===== config.mk =====
export PLATFORM = sky130hd
export DESIGN_NAME = fetch_pc_ctrl_flat
export DESIGN_NICKNAME = d
export VERILOG_FILES = /design/src/rtl/fetch_pc_ctrl_if.sv /design/src/rtl/fetch_pc_ctrl.sv /design/src/flat_wrapper.sv
export SDC_FILE = /design/constraint.sdc
export NUM_CORES = 1
export LEC_CHECK = 0
export ABC_AREA = 1
export ABC_CLOCK_PERIOD_IN_PS = 10030
export BUFFER_PORTS_ARGS = -buffer_cell sky130_fd_sc_hd__clkbuf_2
export CAP_MARGIN = 20
export CORE_ASPECT_RATIO = 1.75
export CORE_MARGIN = 4
export CORE_UTILIZATION = 55
export DETAILED_ROUTE_END_ITERATION = 6
export PLACE_DENSITY = 0.8
export SLEW_MARGIN = 40
export SYNTH_ARGS = -nofsm -noshare
export SYNTH_HDL_FRONTEND = slang
export SYNTH_SLANG_ARGS = --single-unit

===== constraint.sdc =====
create_clock -name clk -period 10.03 [get_ports clk]
set_input_delay 2.006 -clock clk [delete_from_list [all_inputs] [get_ports clk]]
set_output_delay 2.006 -clock clk [all_outputs]
set_load 0.02 [all_outputs]

===== src/rtl/fetch_pc_ctrl_if.sv =====
// Fetch-stage bus bundle: incrementer, redirect/hazard controls,
// instruction memory handshake and the IF/ID register outputs.
interface fetch_pc_ctrl_if;
  logic [15:0] inc_pc;
  logic [15:0] curr_pc;
  logic        redirect;
  logic [15:0] redirect_pc;
  logic        stall;
  logic        halt;
  logic        imem_req;
  logic        imem_ready;
  logic [15:0] imem_data;
  logic        if_valid;
  logic [15:0] if_instr;
  logic [15:0] if_pc_inc;
  logic        halted;

  // Fetch controller side
  modport master (
    input  inc_pc, redirect, redirect_pc, stall, halt, imem_ready, imem_data,
    output curr_pc, imem_req, if_valid, if_instr, if_pc_inc, halted
  );

  // Core / memory side
  modport slave (
    output inc_pc, redirect, redirect_pc, stall, halt, imem_ready, imem_data,
    input  curr_pc, imem_req, if_valid, if_instr, if_pc_inc, halted
  );
endinterface


===== src/rtl/fetch_pc_ctrl.sv =====
// Fetch PC register and instruction-fetch controller. Owns the fetch PC,
// the one-entry skid buffer used while decode is stalled, and the IF/ID
// register. Redirects and HALT that arrive while a memory request is still
// waiting are parked in FLUSH until the request completes, because the
// memory requires address and request to stay stable until accepted.
module fetch_pc_ctrl #(
  parameter logic [15:0] RESET_PC  = 16'h0000,
  parameter logic [15:0] NOP_INSTR = 16'h0800
) (
  input  logic             clk,
  input  logic             rst,
  fetch_pc_ctrl_if.master  fetch
);

  typedef enum logic [1:0] {
    ST_FETCH = 2'd0,
    ST_FLUSH = 2'd1,
    ST_HALT  = 2'd2
  } state_t;

  state_t      r_state;
  logic [15:0] r_pc;
  logic [15:0] r_pending_pc;
  logic        r_halt_pending;
  logic        r_buf_valid;
  logic [15:0] r_buf_instr;
  logic [15:0] r_buf_pc_inc;
  logic        r_if_valid;
  logic [15:0] r_if_instr;
  logic [15:0] r_if_pc_inc;

  logic        w_req;
  logic        w_accept;
  logic        w_wait;

  // Request decode from registered state; the skid buffer blocks new
  // fetches so it can never be overwritten.
  always_comb begin
    w_req = 1'b0;
    case (r_state)
      ST_FETCH: w_req = ~r_buf_valid;
      ST_FLUSH: w_req = 1'b1;
      ST_HALT:  w_req = 1'b0;
      default:  w_req = 1'b0;
    endcase
  end

  assign w_accept = w_req & fetch.imem_ready;
  assign w_wait   = w_req & ~fetch.imem_ready;

  // Fetch FSM, PC, skid buffer and IF/ID register.
  always_ff @(posedge clk or posedge rst) begin
    if (rst) begin
      r_state        <= ST_FETCH;
      r_pc           <= RESET_PC;
      r_pending_pc   <= 16'h0000;
      r_halt_pending <= 1'b0;
      r_buf_valid    <= 1'b0;
      r_buf_instr    <= 16'h0000;
      r_buf_pc_inc   <= 16'h0000;
      r_if_valid     <= 1'b0;
      r_if_instr     <= NOP_INSTR;
      r_if_pc_inc    <= 16'h0000;
    end else begin
      case (r_state)
        ST_FETCH: begin
          if (fetch.redirect) begin
            // Squash everything in flight; any word accepted now is wrong-path.
            r_if_valid  <= 1'b0;
            r_buf_valid <= 1'b0;
            if (w_wait) begin
              r_pending_pc   <= fetch.redirect_pc;
              r_halt_pending <= 1'b0;
              r_state        <= ST_FLUSH;
            end else begin
              r_pc    <= fetch.redirect_pc;
              r_state <= ST_FETCH;
            end
          end else if (fetch.stall) begin
            // IF/ID frozen; a word arriving now goes into the skid buffer.
            if (w_accept) begin
              r_pc         <= fetch.inc_pc;
              r_buf_valid  <= 1'b1;
              r_buf_instr  <= fetch.imem_data;
              r_buf_pc_inc <= fetch.inc_pc;
            end else begin
              r_pc <= r_pc;
            end
          end else if (fetch.halt) begin
            r_if_valid  <= 1'b0;
            r_buf_valid <= 1'b0;
            if (w_wait) begin
              r_halt_pending <= 1'b1;
              r_state        <= ST_FLUSH;
            end else begin
              r_state <= ST_HALT;
            end
          end else if (r_buf_valid) begin
            // Drain the skid buffer before fetching again.
            r_if_valid  <= 1'b1;
            r_if_instr  <= r_buf_instr;
            r_if_pc_inc <= r_buf_pc_inc;
            r_buf_valid <= 1'b0;
          end else if (w_accept) begin
            r_pc        <= fetch.inc_pc;
            r_if_valid  <= 1'b1;
            r_if_instr  <= fetch.imem_data;
            r_if_pc_inc <= fetch.inc_pc;
          end else begin
            r_if_valid <= 1'b0;
          end
        end

        ST_FLUSH: begin
          if (fetch.redirect) begin
            r_if_valid  <= 1'b0;
            r_buf_valid <= 1'b0;
            if (w_wait) begin
              r_pending_pc   <= fetch.redirect_pc;
              r_halt_pending <= 1'b0;
              r_state        <= ST_FLUSH;
            end else begin
              r_pc    <= fetch.redirect_pc;
              r_state <= ST_FETCH;
            end
          end else if (w_accept) begin
            // The stale word completes the handshake and is dropped.
            if (r_halt_pending) begin
              r_state <= ST_HALT;
            end else begin
              r_pc    <= r_pending_pc;
              r_state <= ST_FETCH;
            end
          end else begin
            r_state <= ST_FLUSH;
          end
        end

        ST_HALT: begin
          r_state <= ST_HALT;
        end

        default: begin
          r_state    <= ST_FETCH;
          r_if_valid <= 1'b0;
        end
      endcase
    end
  end

  assign fetch.curr_pc   = r_pc;
  assign fetch.imem_req  = w_req & ~rst;
  assign fetch.if_valid  = r_if_valid;
  assign fetch.if_instr  = r_if_instr;
  assign fetch.if_pc_inc = r_if_pc_inc;
  assign fetch.halted    = (r_state == ST_HALT);

endmodule


===== src/flat_wrapper.sv =====
// flat-port wrapper written by rule: the top's interface ports become plain ports
module fetch_pc_ctrl_flat 
#(
  parameter logic [15:0] RESET_PC  = 16'h0000,
  parameter logic [15:0] NOP_INSTR = 16'h0800
)
  (clk, rst, fetch_inc_pc, fetch_redirect, fetch_redirect_pc, fetch_stall, fetch_halt, fetch_imem_ready, fetch_imem_data, fetch_curr_pc, fetch_imem_req, fetch_if_valid, fetch_if_instr, fetch_if_pc_inc, fetch_halted);
  fetch_pc_ctrl_if fetch_i ();
  input  logic clk;
  input  logic rst;
  input wire logic [$bits(fetch_i.inc_pc)-1:0] fetch_inc_pc;
  input wire logic [$bits(fetch_i.redirect)-1:0] fetch_redirect;
  input wire logic [$bits(fetch_i.redirect_pc)-1:0] fetch_redirect_pc;
  input wire logic [$bits(fetch_i.stall)-1:0] fetch_stall;
  input wire logic [$bits(fetch_i.halt)-1:0] fetch_halt;
  input wire logic [$bits(fetch_i.imem_ready)-1:0] fetch_imem_ready;
  input wire logic [$bits(fetch_i.imem_data)-1:0] fetch_imem_data;
  output wire logic [$bits(fetch_i.curr_pc)-1:0] fetch_curr_pc;
  output wire logic [$bits(fetch_i.imem_req)-1:0] fetch_imem_req;
  output wire logic [$bits(fetch_i.if_valid)-1:0] fetch_if_valid;
  output wire logic [$bits(fetch_i.if_instr)-1:0] fetch_if_instr;
  output wire logic [$bits(fetch_i.if_pc_inc)-1:0] fetch_if_pc_inc;
  output wire logic [$bits(fetch_i.halted)-1:0] fetch_halted;
  assign fetch_i.inc_pc = fetch_inc_pc;
  assign fetch_i.redirect = fetch_redirect;
  assign fetch_i.redirect_pc = fetch_redirect_pc;
  assign fetch_i.stall = fetch_stall;
  assign fetch_i.halt = fetch_halt;
  assign fetch_i.imem_ready = fetch_imem_ready;
  assign fetch_i.imem_data = fetch_imem_data;
  assign fetch_curr_pc = fetch_i.curr_pc;
  assign fetch_imem_req = fetch_i.imem_req;
  assign fetch_if_valid = fetch_i.if_valid;
  assign fetch_if_instr = fetch_i.if_instr;
  assign fetch_if_pc_inc = fetch_i.if_pc_inc;
  assign fetch_halted = fetch_i.halted;
  fetch_pc_ctrl #(.RESET_PC(RESET_PC), .NOP_INSTR(NOP_INSTR)) u_core (.clk(clk), .rst(rst), .fetch(fetch_i));
endmodule

==> impl_metrics.tcl, run 1 <==
set metrics [dict create \
    cts_buffers 9 \
    die_width_um 79.5 \
    worstPathMaxFanout 2 \
    rsz0062_at_grt "false" \
    initial_utilization_pct 56.4 \
    power.switching_uw 180 \
    peakVddDrop_mv 0.0995 \
    synth.avg_cell_area_sq_um 7.93 \
    io_pins 105 \
    synth_compound_area_share_pct 15.3 \
    period_share_pct 44.4 \
    crit_type "input pin to output pin" \
    synthAdderAreaFrac_pct 0 \
    antenna_found_initial 0 \
    cts_max_level 3 \
    layout.nets 759 \
    grt_pass1_wl_um 18400 \
    drtAntennaViolNets 0 \
    ys_seq_elements 101 \
    critPathSlowestCell "clkbuf_2" \
    synthMuxAreaShare_pct 0 \
    end_kind "output pin" \
    p_int_uw 594 \
    yosys_warnings 0 \
    required_ns 8.02 \
    tritoncts "yes" \
    grt_overflow_total 0 \
    clock-skew-final_ns 0.00691 \
    grt_pass1_vias 3952 \
    clock_latency_ns 0.34 \
    p_clk_share_pct 40.6 \
    finalCriticalPeriod_ns 4.45 \
    maxCapViolations 0 \
    die_h_um 133 \
    core_area_sq_mm 0.00873 \
    drive_gt1_share_pct 22.3 \
    fmax_mhz 225 \
    drv_slew 0 \
    area_growth_syn_to_layout_pct 14.7 \
    syn_nets 675 \
    critPathBufInv 2 \
    tns_ns 0 \
    max_slew_margin_pct 52.1 \
    routed_wire_length_per_instance_um 13.2 \
    ys.flop_type "dfrtp_1" \
    p_seq_share_pct 53.1 \
    root_buffer "clkbuf_16" \
    fin_total_pwr_uw 774 \
    power_density_mw_per_mm2 137 \
    path_delay_family "buffers and inverters" \
    crit_top_cell "clkbuf_2" \
    synth.top_cells.by_count "201 x nand2_1, 100 x dfrtp_1, 72 x inv_1, 69 x o21ai_0, 40 x nor2_1" \
    synth_simple_gate_area_share_pct 22.8 \
    post-synth-top-count-cell "nand2_1" \
    drt-pass1-iter-count 5 \
    holdCritPathClass "flop to flop" \
    p_leak_uw 0.00315 \
    cts_sinks 101 \
    yosysTopAreaCell "dfrtp_1" \
    p_sw_share_pct 23.3 \
    yosysUniqueCellTypes 26 \
    synthCells 621 \
    synth_edf_count 0 \
    start_kind "input pin" \
    vias_per_cell 5.11 \
    cp.arrival_ns 2.44 \
    synth_xor_area_share_pct 0 \
    crit_path_max_incr_delay_ns 0.19 \
    combPwrFrac_pct 6.3 \
    die_area_sq_mm 0.0106 \
    fin_area_sq_mm 0.00565 \
    grt_max_degree 67 \
    synth_top_area_share_pct 50.8 \
    remaining_drc_errors 0 \
    yosysSeqAreaShare_pct 51.3 \
    synth_top_family_by_area "simple AND/OR/NAND/NOR gates" \
    clkTransAtPathRegs_ns 0.07 \
    portBuffers 104 \
    cts_hold_buffers 0 \
    rows 45 \
    status "finished, final reports clean" \
    final-setup-viol-count 0 \
    cts_setup_buffers 0 \
    postSynth.asyncResetShare_pct 100 \
    place_area_sq_mm 0.00539 \
    track_usage_pct 21.5 \
    n_antenna_cell 0 \
    cts_resized 0 \
    cts.path.max_buffers 2 \
    syn_area_sq_mm 0.00493 \
    dp_hpwl_um 7580 \
    worst_pin_slew_ns 0.719 \
    synth_area_leaders "dfrtp_1 51%, nand2_1 15%, o21ai_0 7.0%" \
    via_count 4228 \
    gp_congestion 0.800 \
    path_cells "clkbuf_2 > a21oi_1 > clkbuf_2" \
    finalHoldViolCount 0 \
    drtIter0Drc 215 \
    wl_um 10900 \
]
## power groups by stage
stage	Clock (uW)	Sequential [uW]	Combinational, uW
floorplan	0	422	26.3
global placement	0	419	48.2
detailed placement	0	419	49.3
CTS	320	411	49.5
global route	336	411	55.9
finish	314	411	48.5
## kinds of logic (layout without fill, tap and decap cells)
family	count (synthesis)	in the layout
and+or+nand+nor	273	273
buffers and inverters	111	200
DFF	101	101
AOI/OAI and AO/OA	136	136
## sequential cells by signal, summed over array words and instances (netlist names)
signal                  count
u_core.fetch.curr_pc       16
u_core.fetch.if_instr      16
u_core.fetch.if_pc_inc     16
u_core.r_buf_instr         16
u_core.r_buf_pc_inc        16
u_core.r_pending_pc        16
u_core.r_state              2
u_core.fetch.if_valid       1
u_core.r_buf_valid          1
u_core.r_halt_pending       1
## through the flow
step | setup WS (ns) | hold slack [ns] | util, % | instances
after detailed placement | 5.57 | 0.456 | 61.7 | 811
after global routing | 5.54 | 0.476 | 64.7 | 827
after floorplan | 5.38 | 0.448 | - | 621
final | 5.58 | 0.465 | 64.7 | 827
after CTS | 5.57 | 0.468 | 64.7 | 827
after global placement | 5.61 | 0.457 | 61.7 | 811
## cells in the final DEF, fill, tap and decap left out, drive strengths merged
cell type  count
a21oi         35
buf            2
dfrtp        100
o22ai          1
o21ai         98
clkbuf       116
nand3         21
a31oi          2
nor3           2
nor2          41
clkinvlp       2
clkinv         3
dfstp          1
nand2        208
nand4          1
inv           77
## worst reg2reg max path, cell delays in order, from the launching register on
cell and delay [ns]:
dfrtp_4 0.72, inv_1 0.19, nand2_1 0.15, nand2_4 0.23, nand2_4 0.11, nand2_2 0.09
nand3_4 0.32, inv_2 0.58, nand2_1 0.12, nand2_1 0.10
## path summary, 6_finish.rpt
kind / start / endpoint / slack, ns / cells past startpoint
min reg2reg: u_core.fetch.if_instr[11] / u_core.fetch.if_instr[11] / 0.47 / 2
max reg2reg: u_core.r_buf_valid / u_core.fetch.if_pc_inc[12] / 7.36 / 9
max in group asynchronous: rst / u_core.r_buf_valid / 7.15 / 3
min: u_core.fetch.if_instr[11] / u_core.fetch.if_instr[11] / 0.47 / 2
max: rst / fetch_imem_req / 5.58 / 3
min in group asynchronous: rst / u_core.r_pending_pc[0] / 1.74 / 2
## routing by layer
metal	wire length [um]	track usage, %
met1	4430	27.0
met2	5630	36.0
met3	569	4.26
met4	264	8.51
met5	0	0
## final cells by class
cell class                      instances  area (sq um)
Sequential cell                       101          2530
Tap cell                              117           146
Fill cell                             747          3080
Clock inverter                          4          25.0
Clock buffer                           12           236
Multi-Input combinational cell        409          1880
Inverter                               78           295
Timing Repair Buffer                  106           536
(Power assumes the default switching activity.)
==> run 2, diff against run 1 <==
--- a/config.mk
+++ b/config.mk
@@ -6,7 +6,7 @@
 export NUM_CORES = 1
 export LEC_CHECK = 0
 export ABC_AREA = 1
-export ABC_CLOCK_PERIOD_IN_PS = 10030
+export ABC_CLOCK_PERIOD_IN_PS = 4250
 export BUFFER_PORTS_ARGS = -buffer_cell sky130_fd_sc_hd__clkbuf_2
 export CAP_MARGIN = 20
 export CORE_ASPECT_RATIO = 1.75
==> constraint.sdc (replaced) <==
create_clock -name clk -period 4.25 [get_ports clk]
set_input_delay 0.85 -clock clk [delete_from_list [all_inputs] [get_ports clk]]
set_output_delay 0.85 -clock clk [all_outputs]
set_load 0.02 [all_outputs]
==> impl_metrics.tcl, run 2 (same netlist as run 1, synthesis figures left out) <==
set metrics [dict create \
    status "finished, final reports clean" \
    layout_commonest_cell "nand2_1" \
    use_met2_pct 39.4 \
    end_kind "flop" \
    core_area_sq_mm 0.00873 \
    layout_common_cells "200 x nand2_1, 104 x clkbuf_2, 99 x dfrtp_1" \
    path_delay_family "simple AND/OR/NAND/NOR gates" \
    worst_pin_slew_ns 0.725 \
    die_h_um 133 \
    vias_per_cell 5.14 \
    grt_max_degree 73 \
    busiest_layer "met2" \
    track_usage_pct 22.7 \
    crit_path_max_incr_delay_ns 0.57 \
    tritoncts "yes" \
    max_slew_margin_pct 51.5 \
    die_width_um 79.5 \
    io_pins 105 \
    grt_pass1_wl_um 19000 \
    cts_hold_buffers 0 \
    path_cells "clkbuf_2 > nor2_1 > nand2_1 > nor2_1 > nand3_4 > inv_2 > nand2_1 > nand2_1" \
    wl_um 11400 \
    cts_setup_buffers 0 \
    finalHoldViolCount 0 \
    tns_ns 0 \
    via_count 4252 \
    critPathBufInv 2 \
    crit_type "input pin to flop" \
    pre_cts_ws_ns 1.33 \
    fill_cells 772 \
    grt_pass1_vias 4093 \
    routed_wire_length_per_instance_um 13.8 \
    critPathSlowestCell "inv_2" \
    grt_overflow_total 0 \
    area_growth_syn_to_layout_pct 15.5 \
    period_share_pct 61.2 \
    maxCapViolations 0 \
    p_leak_uw 0.00317 \
    die_area_sq_mm 0.0106 \
    drtIter0Drc 334 \
    antenna_found_initial 0 \
    root_buffer "clkbuf_16" \
    n_antenna_cell 0 \
    rows 45 \
    cts_max_level 3 \
    final-setup-viol-count 0 \
    cts_buffers 9 \
    remaining_drc_errors 0 \
    multi_input_comb_area_sq_mm 0.00188 \
    cp.arrival_ns 2.89 \
    cts_resized 0 \
    crit_top_cell "nand2_1" \
    clock-skew-final_ns 0.00575 \
    met3_usage_pct 4.40 \
    use_met1_pct 26.6 \
    drt-pass1-iter-count 5 \
    rsz0062_at_grt "false" \
    dp_hpwl_um 7870 \
    gp_congestion 0.885 \
    fmax_mhz 384 \
    required_ns 4.54 \
    initial_utilization_pct 56.4 \
    portBuffers 104 \
    start_kind "input pin" \
    holdCritPathClass "flop to flop" \
    drv_slew 0 \
    worstPathMaxFanout 34 \
    drive_gt1_share_pct 22.5 \
    setup_slack_ns 1.65 \
    power_density_mw_per_mm2 335 \
    cts_sinks 101 \
    layout.nets 760 \
    clock_latency_ns 0.35 \
    cts.path.max_buffers 2 \
    clkTransAtPathRegs_ns 0.07 \
    regArea_sq_mm 0.00253 \
    drtAntennaViolNets 0 \
    peakVddDrop_mv 0.216 \
    finalCriticalPeriod_ns 2.60 \
]
## run 2: cell count changes in the layout (fill, tap and decap cells not counted)
cell	before	now
buf_4	2	3
bufinv_16	0	1
clkbuf_1	3	2
clkinv_2	2	0
clkinv_4	0	2
dfrtp_2	0	1
dfrtp_4	1	0
inv_4	1	0
inv_6	0	1
## run 2: through the flow
step | hold slack [ns] | util [%] | instances | area (sq um) | power (uW)
6_report | 0.471 | 65.2 | 828 | 5690 | 1910
5_1_grt | 0.500 | 65.2 | 828 | 5690 | 1990
4_1_cts | 0.473 | 65.2 | 828 | 5690 | 1920
3_5_place_dp | 0.461 | 61.8 | 812 | 5400 | 1110
3_3_place_gp | 0.456 | 61.8 | 812 | 5390 | 1100
2_1_floorplan | 0.448 | - | 621 | 4930 | 1060
## run 2: area by class of cell
| cell class | instances | area share (%) |
|---|---|---|
| well taps | 117 | 2.57 |
| clock buffers | 11 | 4.09 |
| flip-flops and latches | 101 | 44.4 |
| clock inverters | 5 | 1.10 |
| inverters | 78 | 5.23 |
| repair buffers | 107 | 9.54 |
| multi-input cells | 409 | 33.0 |
## run 2: worst min-delay path: stages, from the launching register on
cell	delay, ns
dfstp_2	0.37
nand2_1	0.06
nand2_1	0.05
## run 2: power breakdown
| group | internal, uW | total, uW | switching [uW] |
|---|---|---|---|
| sequential | 967 | 970 | 3.20 |
| combinational | 38.8 | 118 | 79.3 |
| clock | 459 | 819 | 360 |
## run 2: final timing paths
kind | startpoint | to | slack [ns] | depth (start not counted)
min in group asynchronous | rst | u_core.fetch.curr_pc[3] | 0.62 | 2
worst max register to register | u_core.r_state[0] | u_core.r_buf_pc_inc[7] | 1.92 | 8
worst max-delay path | fetch_redirect | u_core.fetch.if_pc_inc[10] | 1.65 | 8
max in group asynchronous | rst | u_core.fetch.if_instr[11] | 2.73 | 3
worst min register to register | u_core.fetch.if_instr[11] | u_core.fetch.if_instr[11] | 0.47 | 2
worst min-delay path | u_core.fetch.if_instr[11] | u_core.fetch.if_instr[11] | 0.47 | 2
## run 2: routing by layer
metal  share of wire (%)  vias to the layer above
met5                   0                        -
met4                 2.1                        0
met3                 4.7                       24
met2                  53                      137
met1                  40                     1979
li1                    -                     2112
==> run 3, diff against run 2 <==
--- a/config.mk
+++ b/config.mk
@@ -6,7 +6,7 @@
 export NUM_CORES = 1
 export LEC_CHECK = 0
 export ABC_AREA = 1
-export ABC_CLOCK_PERIOD_IN_PS = 4250
+export ABC_CLOCK_PERIOD_IN_PS = 2400
 export BUFFER_PORTS_ARGS = -buffer_cell sky130_fd_sc_hd__clkbuf_2
 export CAP_MARGIN = 20
 export CORE_ASPECT_RATIO = 1.75
==> constraint.sdc (replaced) <==
create_clock -name clk -period 2.4 [get_ports clk]
set_input_delay 0.48 -clock clk [delete_from_list [all_inputs] [get_ports clk]]
set_output_delay 0.48 -clock clk [all_outputs]
set_load 0.02 [all_outputs]
==> impl_metrics.tcl, run 3 (same netlist as run 1, synthesis figures left out) <==
set metrics [dict create \
    combPwrFrac_pct 6.6 \
    initial_utilization_pct 56.4 \
    p_int_uw 2580 \
    holdCritPathClass "input pin to asynchronous set/reset pin" \
    drive_gt1_share_pct 23.2 \
    clock_latency_ns 0.35 \
    route.met3.wl_um 667 \
    cts.path.max_buffers 2 \
    track_usage_pct 22.8 \
    cts_resized 0 \
    die_h_um 133 \
    cp.arrival_ns 2.40 \
    clock-skew-final_ns 0.00708 \
    io_pins 105 \
    grt_max_degree 66 \
    via_count 4316 \
    rows 45 \
    tritoncts "yes" \
    fill_cells 722 \
    n_antenna_cell 0 \
    wl_um 11500 \
    critPathBufInv 1 \
    cts_hold_buffers 0 \
    path_cells "nand2_4 > nand2_4 > nand2_2 > inv_2 > nand2_2 > nand3_4 > a21oi_1" \
    p_sw_share_pct 22.8 \
    dp_hpwl_um 7940 \
    utilization_pct 66.1 \
    clkTransAtPathRegs_ns 0.07 \
    portBuffers 104 \
    finalHoldViolCount 0 \
    layout.nets 765 \
    fmax_mhz 469 \
    drv_slew 0 \
    drt-pass1-iter-count 5 \
    layout_common_cells "200 x nand2_1, 104 x clkbuf_2, 99 x dfrtp_1" \
    antenna_found_initial 0 \
    grt_pass1_vias 4158 \
    cts_sinks 101 \
    wl_met2_um 5870 \
    drtAntennaViolNets 0 \
    routedLengthMet1_um 4620 \
    rsz0062_at_grt "false" \
    drtIter0Drc 315 \
    crit_type "flop to flop" \
    end_kind "flop" \
    crit_start "u_core.r_state[0]" \
    peakVddDrop_mv 0.422 \
    layout_commonest_cell "nand2_1" \
    path_delay_family "simple AND/OR/NAND/NOR gates" \
    p_seq_share_pct 51.5 \
    vias_per_cell 5.18 \
    required_ns 2.67 \
    die_area_sq_mm 0.0106 \
    critPathSlowestCell "dfrtp_1" \
    remaining_drc_errors 0 \
    cts_buffers 9 \
    worstPathMaxFanout 33 \
    period_share_pct 88.8 \
    maxCapViolations 0 \
    power_density_mw_per_mm2 579 \
    die_width_um 79.5 \
    max_slew_margin_pct 53.9 \
    highest_layer "met4" \
    gp_congestion 0.879 \
    grt_pass1_wl_um 19200 \
    cts_setup_buffers 0 \
    p_clk_share_pct 41.9 \
    power.switching_uw 762 \
    root_buffer "clkbuf_16" \
    status "finished, final reports clean" \
    grt_overflow_total 0 \
    crit_path_max_incr_delay_ns 0.47 \
    routed_wire_length_per_instance_um 13.8 \
    core_area_sq_mm 0.00873 \
    p_leak_uw 0.00322 \
    worst_pin_slew_ns 0.689 \
    cts_max_level 3 \
    area_growth_syn_to_layout_pct 17.2 \
    finalCriticalPeriod_ns 2.13 \
    tns_ns 0 \
    r2r_start "u_core.r_state[0]" \
    final-setup-viol-count 0 \
    start_kind "flop" \
]
[run 3: routing by layer]
layer | vias to the layer above | track usage [%]
li1 | 2126 | -
met1 | 1998 | 28.7
met2 | 159 | 36.9
met3 | 33 | 4.47
met4 | 0 | 11.6
met5 | - | 0
[run 3: final timing paths]
kind                                             endpoint  slack (ns)  cells after the start
worst min-delay path              u_core.fetch.curr_pc[8]        0.08                      2
max in group asynchronous       u_core.fetch.if_instr[11]        1.79                      3
min in group clk                   u_core.r_buf_instr[13]        0.38                      3
worst max register to register   u_core.fetch.curr_pc[11]        0.27                      7
worst max-delay path             u_core.fetch.curr_pc[11]        0.27                      7
worst min register to register  u_core.fetch.if_instr[11]        0.47                      2
[run 3: area by class of cell]
type	instances	area, sq um	area share, %
Inverter	78	297	5.14
Tap cell	117	146	2.54
Clock buffer	13	270	4.68
Clock inverter	3	18.8	0.325
Multi-Input combinational cell	409	1880	32.6
Timing Repair Buffer	112	631	10.9
Sequential cell	101	2530	43.8
[run 3: power groups by stage]
stage                     sequential [uW]  clock [uW]  combinational, uW
final                                1720        1400                222
after global routing                 1720        1500                252
after CTS                            1720        1420                220
after detailed placement             1750           0                219
after global placement               1750           0                214
after floorplan                      1760           0                110
[run 3: worst reg2reg max path: cells and delay by family, from the launching register on]
| kind | cells | cell delay [ns] |
|---|---|---|
| AND/OR/NAND/NOR | 5 | 1.30 |
| buffers and inverters | 1 | 0.06 |
| AO/OA/AOI/OAI | 1 | 0.22 |
| flip-flops | 1 | 0.47 |
[run 3: stage by stage]
stage	hold WS, ns	instances	area, sq um	total power, uW	setup slack [ns]
2_1_floorplan	0.448	621	4930	1870	0.717
3_3_place_gp	0.460	816	5460	1960	0.329
3_5_place_dp	0.461	816	5460	1970	0.214
4_1_cts	0.282	832	5750	3360	0.265
5_1_grt	0.0777	833	5770	3470	0.0722
6_report	0.0767	833	5770	3340	0.268
